==> config.mk <==
export PLATFORM = sky130hd
export DESIGN_NAME = nand_seq_ctrl
export DESIGN_NICKNAME = d
export VERILOG_FILES = /design/src/rtl/nand_seq_ctrl.sv
export SDC_FILE = /design/constraint.sdc
export NUM_CORES = 1
export LEC_CHECK = 0
export CAP_MARGIN = 20
export CORE_UTILIZATION = 54
export DETAILED_ROUTE_END_ITERATION = 6
export HOLD_SLACK_MARGIN = 0.05
export MAX_ROUTING_LAYER = met4
export PLACE_DENSITY = 0.76
export SETUP_SLACK_MARGIN = 0.15
export SLEW_MARGIN = 20
export SYNTH_ARGS = -nofsm -noshare
export SYNTH_HDL_FRONTEND = slang
export SYNTH_SLANG_ARGS = --single-unit
==> constraint.sdc <==
create_clock -name clk -period 2.64 [get_ports clk]
set_clock_uncertainty 0.05 [all_clocks]
set_input_delay 0.528 -clock clk [delete_from_list [all_inputs] [get_ports clk]]
set_output_delay 0.528 -clock clk [all_outputs]
set_load 0.005 [all_outputs]
==> src/rtl/nand_seq_ctrl.sv <==
// rtl/nand_seq_ctrl.sv - micro-programmed sequencer sharing one bitwise NAND unit
// Runs a loaded list of NAND steps over a scratch register file; r0=a, r1=b, r[NREG-1]=result.
module nand_seq_ctrl #(
  parameter int WIDTH = 4,
  parameter int NREG  = 8,
  parameter int NSTEP = 8
) (
  input  logic             clk,
  input  logic             reset,
  input  logic             prog_we,
  input  logic [2:0]       prog_addr,
  input  logic [8:0]       prog_data,
  input  logic             prog_len_we,
  input  logic [3:0]       prog_len,
  input  logic             start,
  input  logic [WIDTH-1:0] a,
  input  logic [WIDTH-1:0] b,
  output logic             busy,
  output logic             done,
  output logic [WIDTH-1:0] result,
  output logic             err
);

  localparam logic [1:0] S_IDLE = 2'd0;
  localparam logic [1:0] S_LOAD = 2'd1;
  localparam logic [1:0] S_EXEC = 2'd2;
  localparam logic [1:0] S_DONE = 2'd3;

  localparam logic [3:0] L_NSTEP = 4'(NSTEP);
  localparam logic [2:0] L_RES   = 3'(NREG - 1);

  logic [1:0]       r_state;
  logic [WIDTH-1:0] r_regs [NREG];
  logic [8:0]       r_mem  [NSTEP];
  logic [3:0]       r_len;
  logic [2:0]       r_sc;
  logic [WIDTH-1:0] r_result;
  logic             r_err;

  logic [8:0]       w_word;
  logic [2:0]       w_dst;
  logic [2:0]       w_src_a;
  logic [2:0]       w_src_b;
  logic [WIDTH-1:0] w_nand;
  logic             w_last;

  assign w_word  = r_mem[r_sc];
  assign w_dst   = w_word[8:6];
  assign w_src_a = w_word[5:3];
  assign w_src_b = w_word[2:0];
  assign w_nand  = ~(r_regs[w_src_a] & r_regs[w_src_b]);
  assign w_last  = ({1'b0, r_sc} == (r_len - 4'd1));

  assign busy   = (r_state == S_LOAD) || (r_state == S_EXEC);
  assign done   = (r_state == S_DONE);
  assign result = r_result;
  assign err    = r_err;

  always_ff @(posedge clk) begin
    if (reset) begin
      r_state  <= S_IDLE;
      r_len    <= 4'd0;
      r_sc     <= 3'd0;
      r_result <= '0;
      r_err    <= 1'b0;
      for (int i = 0; i < NREG; i++) r_regs[i] <= '0;
      for (int i = 0; i < NSTEP; i++) r_mem[i] <= 9'd0;
    end else begin
      case (r_state)
        S_IDLE: begin
          if (prog_we) r_mem[prog_addr] <= prog_data;
          if (prog_len_we) begin
            if (prog_len > L_NSTEP) r_err <= 1'b1;
            else                    r_len <= prog_len;
          end
          if (start) begin
            r_regs[0] <= a;
            r_regs[1] <= b;
            r_state   <= S_LOAD;
          end
        end
        S_LOAD: begin
          for (int i = 2; i < NREG; i++) r_regs[i] <= '0;
          r_sc <= 3'd0;
          if (r_len == 4'd0) begin
            r_result <= '0;
            r_state  <= S_DONE;
          end else begin
            r_state <= S_EXEC;
          end
        end
        S_EXEC: begin
          r_regs[w_dst] <= w_nand;
          r_sc          <= r_sc + 3'd1;
          // Capture the result together with the final write so it is valid while done is high.
          if (w_last) begin
            r_result <= (w_dst == L_RES) ? w_nand : r_regs[NREG-1];
            r_state  <= S_DONE;
          end
        end
        S_DONE:  r_state <= S_IDLE;
        default: r_state <= S_IDLE;
      endcase
    end
  end

endmodule

==> flow_metrics.py <==
metrics = {
    "setup_path": {
        "reg2reg_to": "result[2]",
        "worstSetupEndpointType": "register",
        "crit_path_start_kind": "register",
        "critical_path_arrival_ns": 2.82,
        "timing.reg2reg.setup_slack_ns": 0.06,
        "crit_fanout": 8,
        "critical_path.endpoint": "result[2]",
        "worstSetupPathType": "register to register",
        "r2r_cells": 8,
        "critPathRequiredTime_ns": 2.88,
    },
    "cts": {
        "clk_pin_slew_worst_paths_ns": 0.05,
        "clk_latency_ns": 0.41,
        "cts-buffers-inserted": 17,
        "clock_sinks": 121,
        "root_buffer": "clkbuf_16",
        "cts_max_path_buffers": 2,
        "htree_levels": 4,
        "cts_tree": "done",
        "cts-hold-fix-buffers": 0,
    },
    "place": {
        "routabilityCongestion": 0.834,
        "hpwlAfterDp_mm": 9.63,
        "buffer_ports.inserted": 35,
    },
    "power_and_ir_drop": {
        "comb_power_share_pct": 24.9,
        "power.switching_w": 0.00181,
        "clock_power_share_pct": 35.2,
        "power_switching_share_pct": 28.9,
        "p_leak_nw": 2.98,
        "powerDensity_nw_per_um2": 807,
        "p_int_w": 0.00444,
        "worst_ir_drop_vdd_mv": 0.531,
        "fin_total_pwr_w": 0.00624,
        "power.sequential.fraction_pct": 40.0,
    },
    "sta": {
        "final.period_utilization_pct": 97.9,
        "hold_viol": 0,
        "slew_viol_final": 0,
        "finalSetupTns_ns": 0,
        "slew_headroom_pct": 69.8,
        "report.final.setup_viol": 0,
        "tightest_pin_transition_ns": 0.450,
        "unrepaired_setup_endpoints_after_global_routing": "yes",
        "timing.final.crit_period_ns": 2.58,
        "clock.fmax_mhz": 387,
    },
    "drt": {
        "vias_per_cell": 6.00,
        "met3_length_um": 830,
        "tritonroute_pass_1_iters": 5,
        "detail_route.iter0.violations": 321,
        "final_ant_viol_nets": 0,
        "detailroute.wirelength.met2_mm": 7.52,
        "via_count": 4208,
        "dr.max_layer_used": "met4",
        "finalWirelength_mm": 14.7,
        "drc_errors": 0,
        "route.detailed.wl_per_inst_um": 21.0,
        "m1WireLength_mm": 6.02,
    },
    "logic_synthesis": {
        "post_synth_instance_area_um2": 6190,
        "synth-seq-cells": 121,
        "cell_taking_the_most_area_after_synthesis": "edfxtp_1",
        "yosys_warns": 0,
        "syn_area_per_cell_um2": 13.1,
        "yosysSeqAreaShare_pct": 55.9,
        "asyncSetResetFlopFracSynth_pct": 0,
        "yosys.cell_types.count": 49,
        "mappedNetlistNets": 508,
        "synth.top_cell.area_share_pct": 50.4,
        "post_synth_main_area_contributors": "edfxtp_1 (50%), and2_1 (9.6%), mux2i_1 (7.0%), mux4_2 (5.8%), dfxtp_1 (5.5%)",
        "number_of_flops_mapped_to_enable_cells_by_yosys": 104,
        "synthesis.instances": 472,
        "dominantRegCellSynth": "edfxtp_1",
    },
    "cells_and_area": {
        "most-common-layout-cells": "edfxtp_1 (104), and2_1 (90), mux2i_1 (42)",
        "diode_count": 0,
        "area_delta_synth_final_pct": 25.0,
        "final_nets": 585,
        "layout_commonest_cell": "edfxtp_1",
        "drive_gt1_share_pct": 25.5,
        "final_core_utilization_pct": 70.4,
        "layout.area.seq_um2": 3470,
        "area_used_by_multi_input_combinational_logic_um2": 2790,
        "fillCellCount": 719,
    },
    "global_route": {
        "number_of_global_route_vias_before_repair": 4182,
        "grt_start_max_net_pins": 24,
        "grt.total_usage_pct": 26.7,
        "initial_antenna_violation_count": 0,
        "grt_overflow": 0,
        "grt_first_pass_wirelength_mm": 22.1,
    },
    "hold_path": {
        "hold_path.class": "register to register",
        "min_from": "err",
    },
    "floorplanning": {
        "starting_density_pct": 56.4,
        "std_cell_rows": 38,
        "coreArea_um2": 11000,
        "design.die.area_um2": 11900,
        "die_boundary_height_um": 109,
        "floorplan.die.width_um": 109,
        "io_pins": 36,
    },
    "job": {
        "cap_viol_max_count": 0,
    },
    "outcome": {
        "status": "complete, no violations",
    },
}
logic make-up after synthesis:
group | Yosys count | share of synthesized area (%)
adder cells (fa/ha/maj) | 7 | 1.41
XOR/XNOR | 4 | 0.808
AND/OR/NAND/NOR | 206 | 19.6
multiplexers | 63 | 13.7
AO/OA/AOI/OAI | 51 | 6.00
buffers and inverters | 20 | 2.53
flip-flops | 121 | 55.9
worst max-delay path, stage by stage (launching register included):
cell	delay, ns
dfxtp_4	0.37
buf_12	0.15
mux2i_1	0.12
mux4_2	0.55
buf_12	0.19
mux2i_1	0.14
a22oi_2	0.31
nand4_4	0.22
a221o_1	0.36
synthesized netlist by cell type, drive strengths merged (6+ instances only):
master,count
nand2b,12
and2,95
buf,9
mux4,16
nor2b,12
a22oi,16
or2,8
nor3,9
ha,7
dfxtp,17
edfxtp,104
nor2,23
inv,6
nand2,23
o21ai,8
mux2i,44
timing repair:
item                                   in CTS  in global routing
pin swaps                                  15                 21
resized for setup                          19                 37
endpoints found under the hold margin       0                  0
setup endpoints to repair                  36                 74
setup buffers                               7                  3
cloned                                      3                  1
state kept, by name (all words and copies together) (netlist names), named ones only:
register,count
result,4
r_len,4
r_state,2
r_mem,72
err,1
r_sc,3
r_regs,32
layer usage:
layer	up-vias	track usage (%)
li1	1928	-
met1	2074	32.9
met2	171	43.3
met3	35	5.68
met4	0	10.0
met5	-	-
worst min path at each step:
| stage | depth (start not counted) | end |
|---|---|---|
| 2_1_floorplan | 2 | err |
| 3_3_place_gp | 2 | err |
| 3_5_place_dp | 2 | err |
| 4_1_cts | 2 | err |
| 5_1_grt | 2 | err |
| 6_report | 2 | err |
power by group through the flow:
| stage | Clock, W | Sequential, W | Combinational, W |
|---|---|---|---|
| floorplan | 0 | 0.00245 | 0.000892 |
| global placement | 0 | 0.00251 | 0.00119 |
| detailed placement | 0 | 0.00252 | 0.00123 |
| CTS | 0.00219 | 0.00249 | 0.00139 |
| global route | 0.00228 | 0.00251 | 0.00166 |
| finish | 0.00219 | 0.00250 | 0.00155 |
per-stage QoR:
step           cells  hold slack, ns  instance area (um^2)  worst slack [ns]
2_1_floorplan    472           0.411                  6190             0.198
3_3_place_gp     656           0.412                  6790            0.0190
3_5_place_dp     656           0.410                  6790           0.00532
4_1_cts          697           0.435                  7540             0.108
5_1_grt          701           0.474                  7740            0.0111
6_report         701           0.432                  7740            0.0553
final cells by class:
class                           instances  share of cell area (%)
Multi-Input combinational cell        333                    36.1
Clock inverter                         13                    1.68
Inverter                                6                   0.291
Sequential cell                       121                    44.8
Tap cell                              140                    2.26
Timing Repair Buffer                   70                    9.30
Clock buffer                           18                    5.55
Note: power is estimated with default switching activity, not from simulation.
